<file path="src/rtl/hsync_de_generator.sv">
// -----------------------------------------------------------------------------
// hsync_de_generator
//
// Purpose:
//   Horizontal timing generator for one video frame. A rising edge of the
//   (active-low) VSYNC pulse starts a frame. At that point the six timing
//   inputs are captured and checked. A valid frame then runs VBP blanking
//   lines followed by VACT active lines of HTOTAL clocks each. The block
//   produces a line sync (HSYNC), a data enable (DE) and the active-line
//   index (LINE_CNT).
//
// Ports:
//   REF_CLK     in   1   single clock, rising edge
//   nRESET      in   1   asynchronous active-low reset
//   VSYNC       in   1   active-low frame sync, frame starts on its rising edge
//   HTOTAL      in   CW  clocks per line
//   HSW         in   CW  HSYNC width in clocks
//   HBP         in   CW  horizontal back porch in clocks
//   HACT        in   CW  active pixels per line
//   VBP         in   CW  vertical back-porch lines
//   VACT        in   CW  active lines
//   HSYNC       out  1   active-low line sync (registered)
//   DE          out  1   active-high data enable (registered)
//   LINE_CNT    out  CW  active-line index, 0 outside active lines (registered)
//   FRAME_DONE  out  1   one-cycle pulse after a frame completes normally
//   CFG_ERR     out  1   sticky flag, set by a frame start with a bad config
//   RESYNC      out  1   one-cycle pulse when a frame start aborts a frame
//
// HSYNC, DE and LINE_CNT decode the counters and state one clock late.
// FRAME_DONE and RESYNC are timed to match. Each is captured as an event
// on the edge where the frame ends or restarts, then presented one clock
// later.
// -----------------------------------------------------------------------------
module hsync_de_generator #(
    parameter int CW = 16
) (
    input  logic          REF_CLK,
    input  logic          nRESET,
    input  logic          VSYNC,
    input  logic [CW-1:0] HTOTAL,
    input  logic [CW-1:0] HSW,
    input  logic [CW-1:0] HBP,
    input  logic [CW-1:0] HACT,
    input  logic [CW-1:0] VBP,
    input  logic [CW-1:0] VACT,
    output logic          HSYNC,
    output logic          DE,
    output logic [CW-1:0] LINE_CNT,
    output logic          FRAME_DONE,
    output logic          CFG_ERR,
    output logic          RESYNC
);

    typedef enum logic [1:0] {
        ST_IDLE   = 2'd0,
        ST_VBLANK = 2'd1,
        ST_ACTIVE = 2'd2
    } state_t;

    localparam logic [CW-1:0] C_ZERO    = {CW{1'b0}};
    localparam logic [CW:0]   C_ONE_W1  = {{CW{1'b0}}, 1'b1};
    localparam logic [CW+1:0] C_TWO_W2  = {{CW{1'b0}}, 2'b10};

    // A config is rejected if the line is too short, the sync pulse is
    // empty, the active window overruns the line, or there are no active
    // lines. h_end is already widened, so the sum cannot wrap.
    function automatic logic cfg_invalid(
        input logic [CW-1:0] htotal,
        input logic [CW-1:0] hsw,
        input logic [CW-1:0] vact,
        input logic [CW+1:0] h_end
    );
        logic [CW+1:0] ht_x;
        ht_x = {2'b00, htotal};
        return (ht_x < C_TWO_W2) || (hsw == C_ZERO) ||
               (h_end > ht_x) || (vact == C_ZERO);
    endfunction

    // ------------------------------------------------------------------
    // Registers
    // ------------------------------------------------------------------
    state_t        r_state;
    logic [CW-1:0] r_hcnt;
    logic [CW-1:0] r_vcnt;
    logic          r_vs_d;

    logic [CW-1:0] r_htotal;
    logic [CW-1:0] r_hsw;
    logic [CW-1:0] r_hbp;
    logic [CW-1:0] r_hact;
    logic [CW-1:0] r_vbp;
    logic [CW-1:0] r_vact;

    logic          r_hsync;
    logic          r_de;
    logic [CW-1:0] r_line_cnt;
    logic          r_done_evt;
    logic          r_frame_done;
    logic          r_resync_evt;
    logic          r_resync;
    logic          r_cfg_err;

    // ------------------------------------------------------------------
    // Wires
    // ------------------------------------------------------------------
    logic          w_frame_start;
    logic [CW+1:0] w_h_start_in;
    logic [CW+1:0] w_h_end_in;
    logic          w_cfg_bad;
    logic [CW+1:0] w_h_start;
    logic [CW+1:0] w_h_end;
    logic [CW:0]   w_hcnt_inc;
    logic [CW:0]   w_vcnt_inc;
    logic          w_eol;
    logic          w_vblank_last;
    logic          w_last_eol;

    state_t        w_state_nxt;
    logic [CW-1:0] w_hcnt_nxt;
    logic [CW-1:0] w_vcnt_nxt;
    logic          w_done_evt;
    logic          w_resync_evt;

    logic          w_hsync_nxt;
    logic          w_de_nxt;
    logic [CW-1:0] w_line_cnt_nxt;

    // Only a low-to-high VSYNC transition starts a frame. A level held
    // high or low never does.
    assign w_frame_start = VSYNC & ~r_vs_d;

    // The live inputs are checked at the frame start. The latched copies
    // drive the decode for the rest of the frame.
    assign w_h_start_in = {2'b00, HSW} + {2'b00, HBP};
    assign w_h_end_in   = w_h_start_in + {2'b00, HACT};
    assign w_cfg_bad    = cfg_invalid(HTOTAL, HSW, VACT, w_h_end_in);

    assign w_h_start = {2'b00, r_hsw} + {2'b00, r_hbp};
    assign w_h_end   = w_h_start + {2'b00, r_hact};

    // The increments are one bit wider, so HTOTAL-1 / VBP-1 / VACT-1 never
    // underflow when they are compared.
    assign w_hcnt_inc    = {1'b0, r_hcnt} + C_ONE_W1;
    assign w_vcnt_inc    = {1'b0, r_vcnt} + C_ONE_W1;
    assign w_eol         = (r_state != ST_IDLE) && (w_hcnt_inc == {1'b0, r_htotal});
    assign w_vblank_last = (r_state == ST_VBLANK) && w_eol && (w_vcnt_inc == {1'b0, r_vbp});
    assign w_last_eol    = (r_state == ST_ACTIVE) && w_eol && (w_vcnt_inc == {1'b0, r_vact});

    // Next state and counters. A frame start overrides normal sequencing.
    always_comb begin
        w_state_nxt  = r_state;
        w_hcnt_nxt   = r_hcnt;
        w_vcnt_nxt   = r_vcnt;
        w_done_evt   = 1'b0;
        w_resync_evt = 1'b0;

        if (w_frame_start) begin
            w_hcnt_nxt = C_ZERO;
            w_vcnt_nxt = C_ZERO;
            if (w_cfg_bad) begin
                w_state_nxt = ST_IDLE;
            end else begin
                w_state_nxt = (VBP != C_ZERO) ? ST_VBLANK : ST_ACTIVE;
                // A restart on the frame's own last edge counts as a
                // clean handover, not an abort.
                w_resync_evt = (r_state != ST_IDLE) && !w_last_eol;
            end
        end else begin
            case (r_state)
                ST_IDLE: begin
                    w_hcnt_nxt = C_ZERO;
                    w_vcnt_nxt = C_ZERO;
                end
                ST_VBLANK: begin
                    if (w_eol) begin
                        w_hcnt_nxt = C_ZERO;
                        if (w_vblank_last) begin
                            w_state_nxt = ST_ACTIVE;
                            w_vcnt_nxt  = C_ZERO;
                        end else begin
                            w_vcnt_nxt  = w_vcnt_inc[CW-1:0];
                        end
                    end else begin
                        w_hcnt_nxt = w_hcnt_inc[CW-1:0];
                    end
                end
                ST_ACTIVE: begin
                    if (w_eol) begin
                        w_hcnt_nxt = C_ZERO;
                        if (w_last_eol) begin
                            w_state_nxt = ST_IDLE;
                            w_vcnt_nxt  = C_ZERO;
                            w_done_evt  = 1'b1;
                        end else begin
                            w_vcnt_nxt  = w_vcnt_inc[CW-1:0];
                        end
                    end else begin
                        w_hcnt_nxt = w_hcnt_inc[CW-1:0];
                    end
                end
                default: begin
                    w_state_nxt = ST_IDLE;
                    w_hcnt_nxt  = C_ZERO;
                    w_vcnt_nxt  = C_ZERO;
                end
            endcase
        end
    end

    // Output decode of the current state/counters, registered below.
    always_comb begin
        w_hsync_nxt    = 1'b1;
        w_de_nxt       = 1'b0;
        w_line_cnt_nxt = C_ZERO;
        if (r_state != ST_IDLE) begin
            w_hsync_nxt = !(r_hcnt < r_hsw);
        end else begin
            w_hsync_nxt = 1'b1;
        end
        if (r_state == ST_ACTIVE) begin
            w_de_nxt       = ({2'b00, r_hcnt} >= w_h_start) && ({2'b00, r_hcnt} < w_h_end);
            w_line_cnt_nxt = r_vcnt;
        end else begin
            w_de_nxt       = 1'b0;
            w_line_cnt_nxt = C_ZERO;
        end
    end

    // FSM state, counters and VSYNC history.
    always_ff @(posedge REF_CLK or negedge nRESET) begin
        if (!nRESET) begin
            r_state <= ST_IDLE;
            r_hcnt  <= C_ZERO;
            r_vcnt  <= C_ZERO;
            r_vs_d  <= 1'b1;
        end else begin
            r_state <= w_state_nxt;
            r_hcnt  <= w_hcnt_nxt;
            r_vcnt  <= w_vcnt_nxt;
            r_vs_d  <= VSYNC;
        end
    end

    // Timing inputs are captured at each frame start and held for the frame.
    always_ff @(posedge REF_CLK or negedge nRESET) begin
        if (!nRESET) begin
            r_htotal <= C_ZERO;
            r_hsw    <= C_ZERO;
            r_hbp    <= C_ZERO;
            r_hact   <= C_ZERO;
            r_vbp    <= C_ZERO;
            r_vact   <= C_ZERO;
        end else if (w_frame_start) begin
            r_htotal <= HTOTAL;
            r_hsw    <= HSW;
            r_hbp    <= HBP;
            r_hact   <= HACT;
            r_vbp    <= VBP;
            r_vact   <= VACT;
        end else begin
            r_htotal <= r_htotal;
            r_hsw    <= r_hsw;
            r_hbp    <= r_hbp;
            r_hact   <= r_hact;
            r_vbp    <= r_vbp;
            r_vact   <= r_vact;
        end
    end

    // Registered outputs. Events are staged one extra clock so they line
    // up with the one-clock lag of HSYNC/DE/LINE_CNT.
    always_ff @(posedge REF_CLK or negedge nRESET) begin
        if (!nRESET) begin
            r_hsync      <= 1'b1;
            r_de         <= 1'b0;
            r_line_cnt   <= C_ZERO;
            r_done_evt   <= 1'b0;
            r_frame_done <= 1'b0;
            r_resync_evt <= 1'b0;
            r_resync     <= 1'b0;
        end else begin
            r_hsync      <= w_hsync_nxt;
            r_de         <= w_de_nxt;
            r_line_cnt   <= w_line_cnt_nxt;
            r_done_evt   <= w_done_evt;
            r_frame_done <= r_done_evt;
            r_resync_evt <= w_resync_evt;
            r_resync     <= r_resync_evt;
        end
    end

    // Sticky config error. Each frame start overwrites it with the
    // verdict on that frame's config.
    always_ff @(posedge REF_CLK or negedge nRESET) begin
        if (!nRESET) begin
            r_cfg_err <= 1'b0;
        end else if (w_frame_start) begin
            r_cfg_err <= w_cfg_bad;
        end else begin
            r_cfg_err <= r_cfg_err;
        end
    end

    assign HSYNC      = r_hsync;
    assign DE         = r_de;
    assign LINE_CNT   = r_line_cnt;
    assign FRAME_DONE = r_frame_done;
    assign CFG_ERR    = r_cfg_err;
    assign RESYNC     = r_resync;

endmodule

</file>
<file path="config.mk">
export PLATFORM = sky130hd
export DESIGN_NAME = hsync_de_generator
export DESIGN_NICKNAME = d
export VERILOG_FILES = /design/src/rtl/hsync_de_generator.sv
export SDC_FILE = /design/constraint.sdc
export NUM_CORES = 1
export LEC_CHECK = 0
export CORE_ASPECT_RATIO = 1.25
export CORE_MARGIN = 4
export CORE_UTILIZATION = 60
export CTS_CLUSTER_DIAMETER = 80
export DETAILED_ROUTE_END_ITERATION = 16
export GPL_TIMING_DRIVEN = 0
export PLACE_DENSITY = 0.84
export SLEW_MARGIN = 20
export SYNTH_ARGS = -nofsm -noshare
export SYNTH_HDL_FRONTEND = slang
export SYNTH_SLANG_ARGS = --single-unit
</file>
<file path="constraint.sdc">
create_clock -name REF_CLK -period 14.2 [get_ports REF_CLK]
set_input_delay 2.13 -clock REF_CLK [delete_from_list [all_inputs] [get_ports REF_CLK]]
set_output_delay 2.13 -clock REF_CLK [all_outputs]
set_load 0.01 [all_outputs]
</file>
# Yosys cells after proc, flatten, opt, wreduce, memory -nomap -nowiden
# Cells that the tools add are included.
[op_classes]
add_sub_neg = 6
magnitude_cmp = 5
n_eq_ne = 10
mux = 26
n_bitwise = 2
reduce_logical = 20
[op_table]
columns = ["cell", "count"]
rows = [
  ["2-to-1 mux 16 bit", 9],
  ["== test 17 x 16 -> 1 bit", 3],
  ["adder 17 x 16 -> 18 bit", 2],
  ["adder 16 x 1 -> 17 bit (second input constant)", 2],
  ["adder 16 x 16 -> 17 bit", 2],
  ["zero test 16 bit", 2],
  ["case mux 16 bit (2 select lines)", 1],
  ["> comparator 18 x 16 -> 1 bit", 1],
  ["less-than comparator 16 x 18 -> 1 bit", 1],
  ["greater-or-equal comparator 16 x 17 -> 1 bit", 1],
  ["less-than comparator 16 bit", 1],
  ["less-than comparator 16 x 2 -> 1 bit (second input constant)", 1],
  ["nonzero test 16 bit", 1],
  ["2-to-1 mux 2 bit", 7],
  ["inequality test 3 bit (second input constant)", 4],
  ["2-to-1 mux 1 bit", 8],
  ["logical AND 1 bit", 7],
  ["case mux 2 bit (3 select lines)", 1],
  ["AND reduction 5 bit", 1],
  ["logical OR 1 bit", 3],
  ["== test 2 x 1 -> 1 bit (second input constant)", 1],
  ["== test 2 bit (second input constant)", 1],
  ["zero test 1 bit", 2],
  ["zero test 2 bit", 1],
  ["other kinds (6)", 6],
]
[word_totals]
register_bits = 154
inputBits = 99
output_inout_bits = 21

# Longest topological paths before layout
[depth]
word_depth = 9
ltp_mapped = 27

# Worst setup path after synthesis
# Ideal clock, no wire load.
[synth_timing]
path_type = "input port to flip-flop"
start = "input HSW[1]"
end = "register r_state[1]"
setup_ns = 0.065
arrival_ns = 6.340
t_required_ns = 14.135
slack_ns = 7.795
cell_stages = 20
cell_sequence = "fa_1 -> ha_1 -> fa_1 -> a21o_1 -> a21oi_1 -> o21ai_0 -> and4_1 -> or3_1 -> a21oi_1 -> nor2_1 -> ha_1 -> nand4_1 -> or2_2 -> nor4_1 -> o21ai_0 -> a211o_1 -> a41oi_1 -> nand2_1 -> nor2_1 -> o22a_1"
[synth_via]
elab_chain_len = 7
elab_cells_between_ends = 9
cone_classes = "add/sub (2); order compare (1); mux (2); reduce/logical (4)"
[synth_lines]
columns = ["element", "line", "source"]
rows = [
  ["from (decl)", "41", "input logic [CW-1:0] HSW,"],
  ["adder 16 x 16 -> 17 bit", "134", "assign w_h_start_in = {2'b00, HSW} + {2'b00, HBP};"],
  ["adder 17 x 16 -> 18 bit", "135", "assign w_h_end_in = w_h_start_in + {2'b00, HACT};"],
  ["> comparator 18 x 16 -> 1 bit", "76", "(h_end > ht_x) || (vact == C_ZERO);"],
  ["logical OR 1 bit *", "75", "return (ht_x < C_TWO_W2) || (hsw == C_ZERO) ||"],
  ["logical OR 1 bit *", "76", ""],
  ["2-to-1 mux 2 bit *", "160", "if (w_cfg_bad) begin"],
  ["2-to-1 mux 2 bit *", "157", "if (w_frame_start) begin"],
  ["to (signal assigned)", "237", "r_state <= w_state_nxt;"],
  ["to (decl)", "82", "state_t r_state;"],
]
# Mark *: on every way between the ends. The rest lies on a longest branch, timed or not.
# A chain may end at the register's enable or synchronous reset.

# Worst setup path in the final report
[layout_timing]
start = "input HSW[1]"
end = "register r_resync_evt"
[layout_via]
elab_chain_len = 7
elab_cells_between_ends = 9
cone_classes = "add/sub (2); order compare (1); mux (2); reduce/logical (4)"
[layout_lines]
columns = ["element", "line", "source"]
rows = [
  ["adder 16 x 16 -> 17 bit", "134", ""],
  ["adder 17 x 16 -> 18 bit", "135", ""],
  ["> comparator 18 x 16 -> 1 bit", "76", ""],
  ["logical OR 1 bit *", "75", ""],
  ["logical OR 1 bit *", "76", ""],
  ["2-to-1 mux 1 bit *", "160", ""],
  ["2-to-1 mux 1 bit *", "157", ""],
  ["named net w_resync_evt", "122", "logic w_resync_evt;"],
  ["to (signal assigned)", "287", "r_resync_evt <= w_resync_evt;"],
  ["to (decl)", "99", "logic r_resync_evt;"],
]
# The timed path passes the listed nets; every way through them passes the cells marked *.

==> impl_metrics.prom <==
# TYPE chip_impl_metric gauge
chip_impl_info{name="status",value="finished, final reports clean"} 1
chip_impl_metric{name="die_height",unit="µm"} 162
chip_impl_info{name="synth_top_family_by_area",value="simple AND/OR/NAND/NOR gates"} 1
chip_impl_metric{name="cts_max_level",unit=""} 4
chip_impl_metric{name="final_cell_area",unit="mm²"} 0.0135
chip_impl_metric{name="critical_path_arrival",unit="ns"} 7.45
chip_impl_metric{name="max-slew-margin-rel",unit="%"} 50.9
chip_impl_metric{name="post_synthesis_cell_area",unit="mm²"} 0.0114
chip_impl_metric{name="area_share_of_the_leading_cell_type_in_the_synthesized_netlist",unit="%"} 33.4
chip_impl_info{name="timing.critical_path.from_type",value="input pin"} 1
chip_impl_metric{name="drv_slew",unit=""} 0
chip_impl_metric{name="drive_above_1_share",unit="%"} 4.09
chip_impl_metric{name="clock_sinks",unit=""} 154
chip_impl_metric{name="placement_stage_cell_area",unit="mm²"} 0.0129
chip_impl_metric{name="antenna_cells",unit=""} 0
chip_impl_info{name="largest_cells_by_area_after_synthesis",value="dfrtp_1 (33%), ha_1 (13%), nand2_1 (8.6%)"} 1
chip_impl_metric{name="clock_path_buffers",unit=""} 2
chip_impl_info{name="worstSetupEndpointType",value="flop"} 1
chip_impl_info{name="highest-signal-layer",value="met4"} 1
chip_impl_metric{name="yosysSeqAreaShare",unit="%"} 33.8
chip_impl_metric{name="initialDrtViolationCount",unit=""} 801
chip_impl_metric{name="count_of_flip_flops_with_a_built_in_enable_after_synthesis",unit=""} 0
chip_impl_metric{name="initial_core_util",unit="%"} 60.9
chip_impl_metric{name="number_of_ports_placed_on_the_die_boundary",unit=""} 120
chip_impl_metric{name="muxShareOfSynthArea",unit="%"} 0.494
chip_impl_metric{name="layout.nets",unit=""} 1689
chip_impl_metric{name="ctsHoldBuffers",unit=""} 0
chip_impl_metric{name="setup_violations",unit=""} 0
chip_impl_info{name="synth-main-ff-cell",value="dfrtp_1"} 1
chip_impl_metric{name="synth_compound_gate_area_share",unit="%"} 15.1
chip_impl_metric{name="met3_wirelength",unit="µm"} 2240
chip_impl_metric{name="worstSkewPairLatency",unit="ns"} 0.44
chip_impl_metric{name="fin_worst_skew",unit="ns"} 0.0139
chip_impl_info{name="synth.most_common_cell",value="nand2_1"} 1
chip_impl_metric{name="synthXorXnorAreaFrac",unit="%"} 7.77
chip_impl_metric{name="power.leakage",unit="nW"} 6.42
chip_impl_metric{name="antenna_found_initial",unit=""} 0
chip_impl_metric{name="met2_wirelength",unit="µm"} 17400
chip_impl_metric{name="finalCriticalPeriod",unit="ns"} 7.14
chip_impl_metric{name="num-fill-cells",unit=""} 1434
chip_impl_metric{name="fp.coreArea",unit="mm²"} 0.0187
chip_impl_metric{name="route.vias.total",unit=""} 10500
chip_impl_metric{name="finalHoldViolCount",unit=""} 0
chip_impl_metric{name="die_width",unit="µm"} 131
chip_impl_metric{name="maximum_number_of_pins_on_one_net_before_global_route_repair",unit=""} 91
chip_impl_metric{name="fraction_of_the_mapped_netlist_area_in_adder_cells",unit="%"} 16.2
chip_impl_metric{name="gp_congestion",unit=""} 0.985
chip_impl_metric{name="cts.repair_timing.setup_buffer_count",unit=""} 0
chip_impl_info{name="hp-class",value="reg2reg"} 1
chip_impl_metric{name="timing.fmax",unit="MHz"} 140
chip_impl_metric{name="post_synth_num_cell_types",unit=""} 77
chip_impl_metric{name="fp-row-count",unit=""} 56
chip_impl_metric{name="synthSimpleGateAreaFrac",unit="%"} 22.2
chip_impl_metric{name="tightestPinTransition",unit="ns"} 0.736
chip_impl_metric{name="gr-total-overflow",unit=""} 0
chip_impl_metric{name="post_cts.resized_instances",unit=""} 0
chip_impl_metric{name="detail_placement_hpwl",unit="µm"} 27600
chip_impl_metric{name="yosys_warnings",unit=""} 0
chip_impl_metric{name="ir_worst_vdd",unit="µV"} 89.0
chip_impl_metric{name="remaining_drc_errors",unit=""} 0
chip_impl_metric{name="postRouteWirelength",unit="µm"} 35200
chip_impl_metric{name="initial_drt_pass_iterations",unit=""} 6
chip_impl_metric{name="port_buffers",unit=""} 119
chip_impl_metric{name="required",unit="ns"} 14.51
chip_impl_metric{name="max_fo_critical_path",unit=""} 3
chip_impl_metric{name="area_growth_syn_to_layout",unit="%"} 18.7
chip_impl_metric{name="ant_nets",unit=""} 0
chip_impl_metric{name="ys_seq_elements",unit=""} 154
chip_impl_metric{name="tritoncts.num_buffers",unit=""} 17
chip_impl_metric{name="grt_pass1_wl",unit="µm"} 55800
chip_impl_metric{name="dieArea",unit="mm²"} 0.0213
chip_impl_metric{name="synthCells",unit=""} 1316
chip_impl_metric{name="power_per_cell_area",unit="mW/mm²"} 126
chip_impl_metric{name="synth_nets",unit=""} 1550
chip_impl_metric{name="async_flop_share",unit="%"} 100
chip_impl_metric{name="global_route.usage.total",unit="%"} 33.3
chip_impl_info{name="cts.root.buffer_cell",value="clkbuf_16"} 1
chip_impl_metric{name="fin_tns_setup",unit="ns"} 0
chip_impl_info{name="post_synth_most_frequent_cells",value="nand2_1 (260), dfrtp_1 (152), ha_1 (116)"} 1
chip_impl_info{name="post-synth-top-area-cell",value="dfrtp_1"} 1
chip_impl_info{name="cts_tree",value="yes"} 1
chip_impl_metric{name="cts.clk_slew.worst_paths",unit="ns"} 0.07
chip_impl_info{name="rsz0062_at_grt",value="no"} 1
chip_impl_metric{name="via_count_normalized_by_instance_count",unit=""} 6.16
chip_impl_metric{name="wire_per_inst",unit="µm"} 20.7
chip_impl_metric{name="grt_pass1_vias",unit=""} 10800
chip_impl_metric{name="post_synth.cell_area_avg",unit="µm²"} 8.66
chip_impl_metric{name="maxCapViolCount",unit=""} 0
chip_impl_metric{name="final_min_period_over_clock_period",unit="%"} 50.3
chip_impl_metric{name="m1WireLength",unit="µm"} 13000
chip_impl_info{name="crit_type",value="in2reg"} 1
-- report_power, final --
part	switching (mW)	total, mW	leakage (nW)	internal [mW]
Clock	0.233	0.474	0.299	0.241
Sequential	0.0426	0.526	1.98	0.484
Combinational	0.402	0.711	4.14	0.310
Total	0.677	1.71	6.42	1.03
-- flip-flops by register name, summed over array words and instances (netlist names) --
| name | cells |
|---|---|
| RESYNC | 1 |
| r_vs_d | 1 |
| HSYNC | 1 |
| r_vbp | 16 |
| r_vact | 16 |
| r_hcnt | 16 |
| FRAME_DONE | 1 |
| r_vcnt | 16 |
| r_state | 2 |
| r_htotal | 16 |
| LINE_CNT | 16 |
| r_hact | 16 |
| r_hbp | 16 |
| r_hsw | 16 |
| CFG_ERR | 1 |
| r_resync_evt | 1 |
| DE | 1 |
| r_done_evt | 1 |
-- layout make-up --
type                       count  area (µm²)  area share (%)
multi-input combinational   1033        7040            52.0
timing repair buffer         120        1220            9.04
clock inverter                15         196            1.45
buffer                        54         228            1.68
clock buffer                  17         425            3.14
inverter                      75         282            2.08
sequential                   154        3860            28.5
tap                          232         290            2.14
-- per-stage QoR --
step                std cells  hold slack (ns)  power [mW]  utilization [%]  setup WS (ns)
floorplan                1316            0.331        1.02                -           7.80
CTS                      1700            0.353        1.70             72.4           7.06
global route             1700            0.363        1.82             72.4           6.71
finish                   1700            0.352        1.71             72.4           7.06
detailed placement       1668            0.337        1.22             69.0           6.62
global placement         1667            0.337        1.19             68.9           4.77
-- worst paths after layout --
kind	start	slack, ns	endpoint	depth (start not counted)
min in group asynchronous	nRESET	1.60	LINE_CNT[13]	1
max in group asynchronous	nRESET	11.77	r_hact[4]	2
hold reg to reg	r_done_evt	0.35	FRAME_DONE	0
hold / removal	r_done_evt	0.35	FRAME_DONE	0
setup reg to reg	r_hsw[0]	8.46	DE	26
setup / recovery	HSW[1]	7.06	r_resync_evt	20
-- critical path, stage by stage --
cell             delay, ns
clkdlybuf4s50_1       0.49
fa_1                  0.51
ha_1                  0.24
fa_1                  0.40
a21o_1                0.19
a21oi_1               0.24
o21ai_0               0.18
and4_1                0.25
or3_1                 0.38
and3_1                0.21
nor2_1                0.15
ha_1                  0.16
nand4_1               0.11
or2_2                 0.32
nor4_1                0.39
o21ai_0               0.15
a211o_1               0.24
a41oi_1               0.21
nand2_1               0.15
nor3_1                0.34
-- cells in the final DEF (no fill, tap or decap), types with 4 or more instances in the layout --
master,synthesis,final
a211oi_1,6,6
a21o_1,33,33
a21oi_1,49,49
a22o_1,12,12
a31oi_1,10,10
and2_1,20,20
and3_1,11,11
and4_1,8,8
clkbuf_1,45,45
clkbuf_16,0,17
clkdlybuf4s50_1,0,118
clkinv_8,0,7
dfrtp_1,152,152
fa_1,19,19
ha_1,116,116
inv_1,75,75
inv_6,0,4
nand2_1,260,260
nand2b_1,18,18
nand3_1,27,27
nand3b_1,4,4
nand4_1,22,22
nor2_1,62,62
nor2b_1,16,16
nor3_1,24,24
nor4_1,26,26
o2111ai_1,5,5
o211ai_1,8,8
o21a_1,12,12
o21ai_0,76,76
o21ai_1,9,9
o221ai_1,6,6
o31ai_1,4,4
or2_2,5,5
or3_1,8,8
or4_1,4,4
xnor2_1,54,54
xor2_1,42,42
-- metal layers --
| layer | GRT usage (%) | up-vias |
|---|---|---|
| met5 | 0 | - |
| met4 | 22.8 | 0 |
| met1 | 36.4 | 4973 |
| li1 | - | 4869 |
| met3 | 6.63 | 157 |
| met2 | 58.7 | 477 |
-- logic make-up (layout without fill, tap and decap cells) --
logic type | count (synthesis) | after routing
buf+inv | 129 | 281
mux | 5 | 5
fa+ha+maj | 136 | 136
compound gates | 264 | 264
flops | 154 | 154
simple gates | 530 | 530
xor+xnor | 98 | 98
Power figures use the tool's default switching activity.
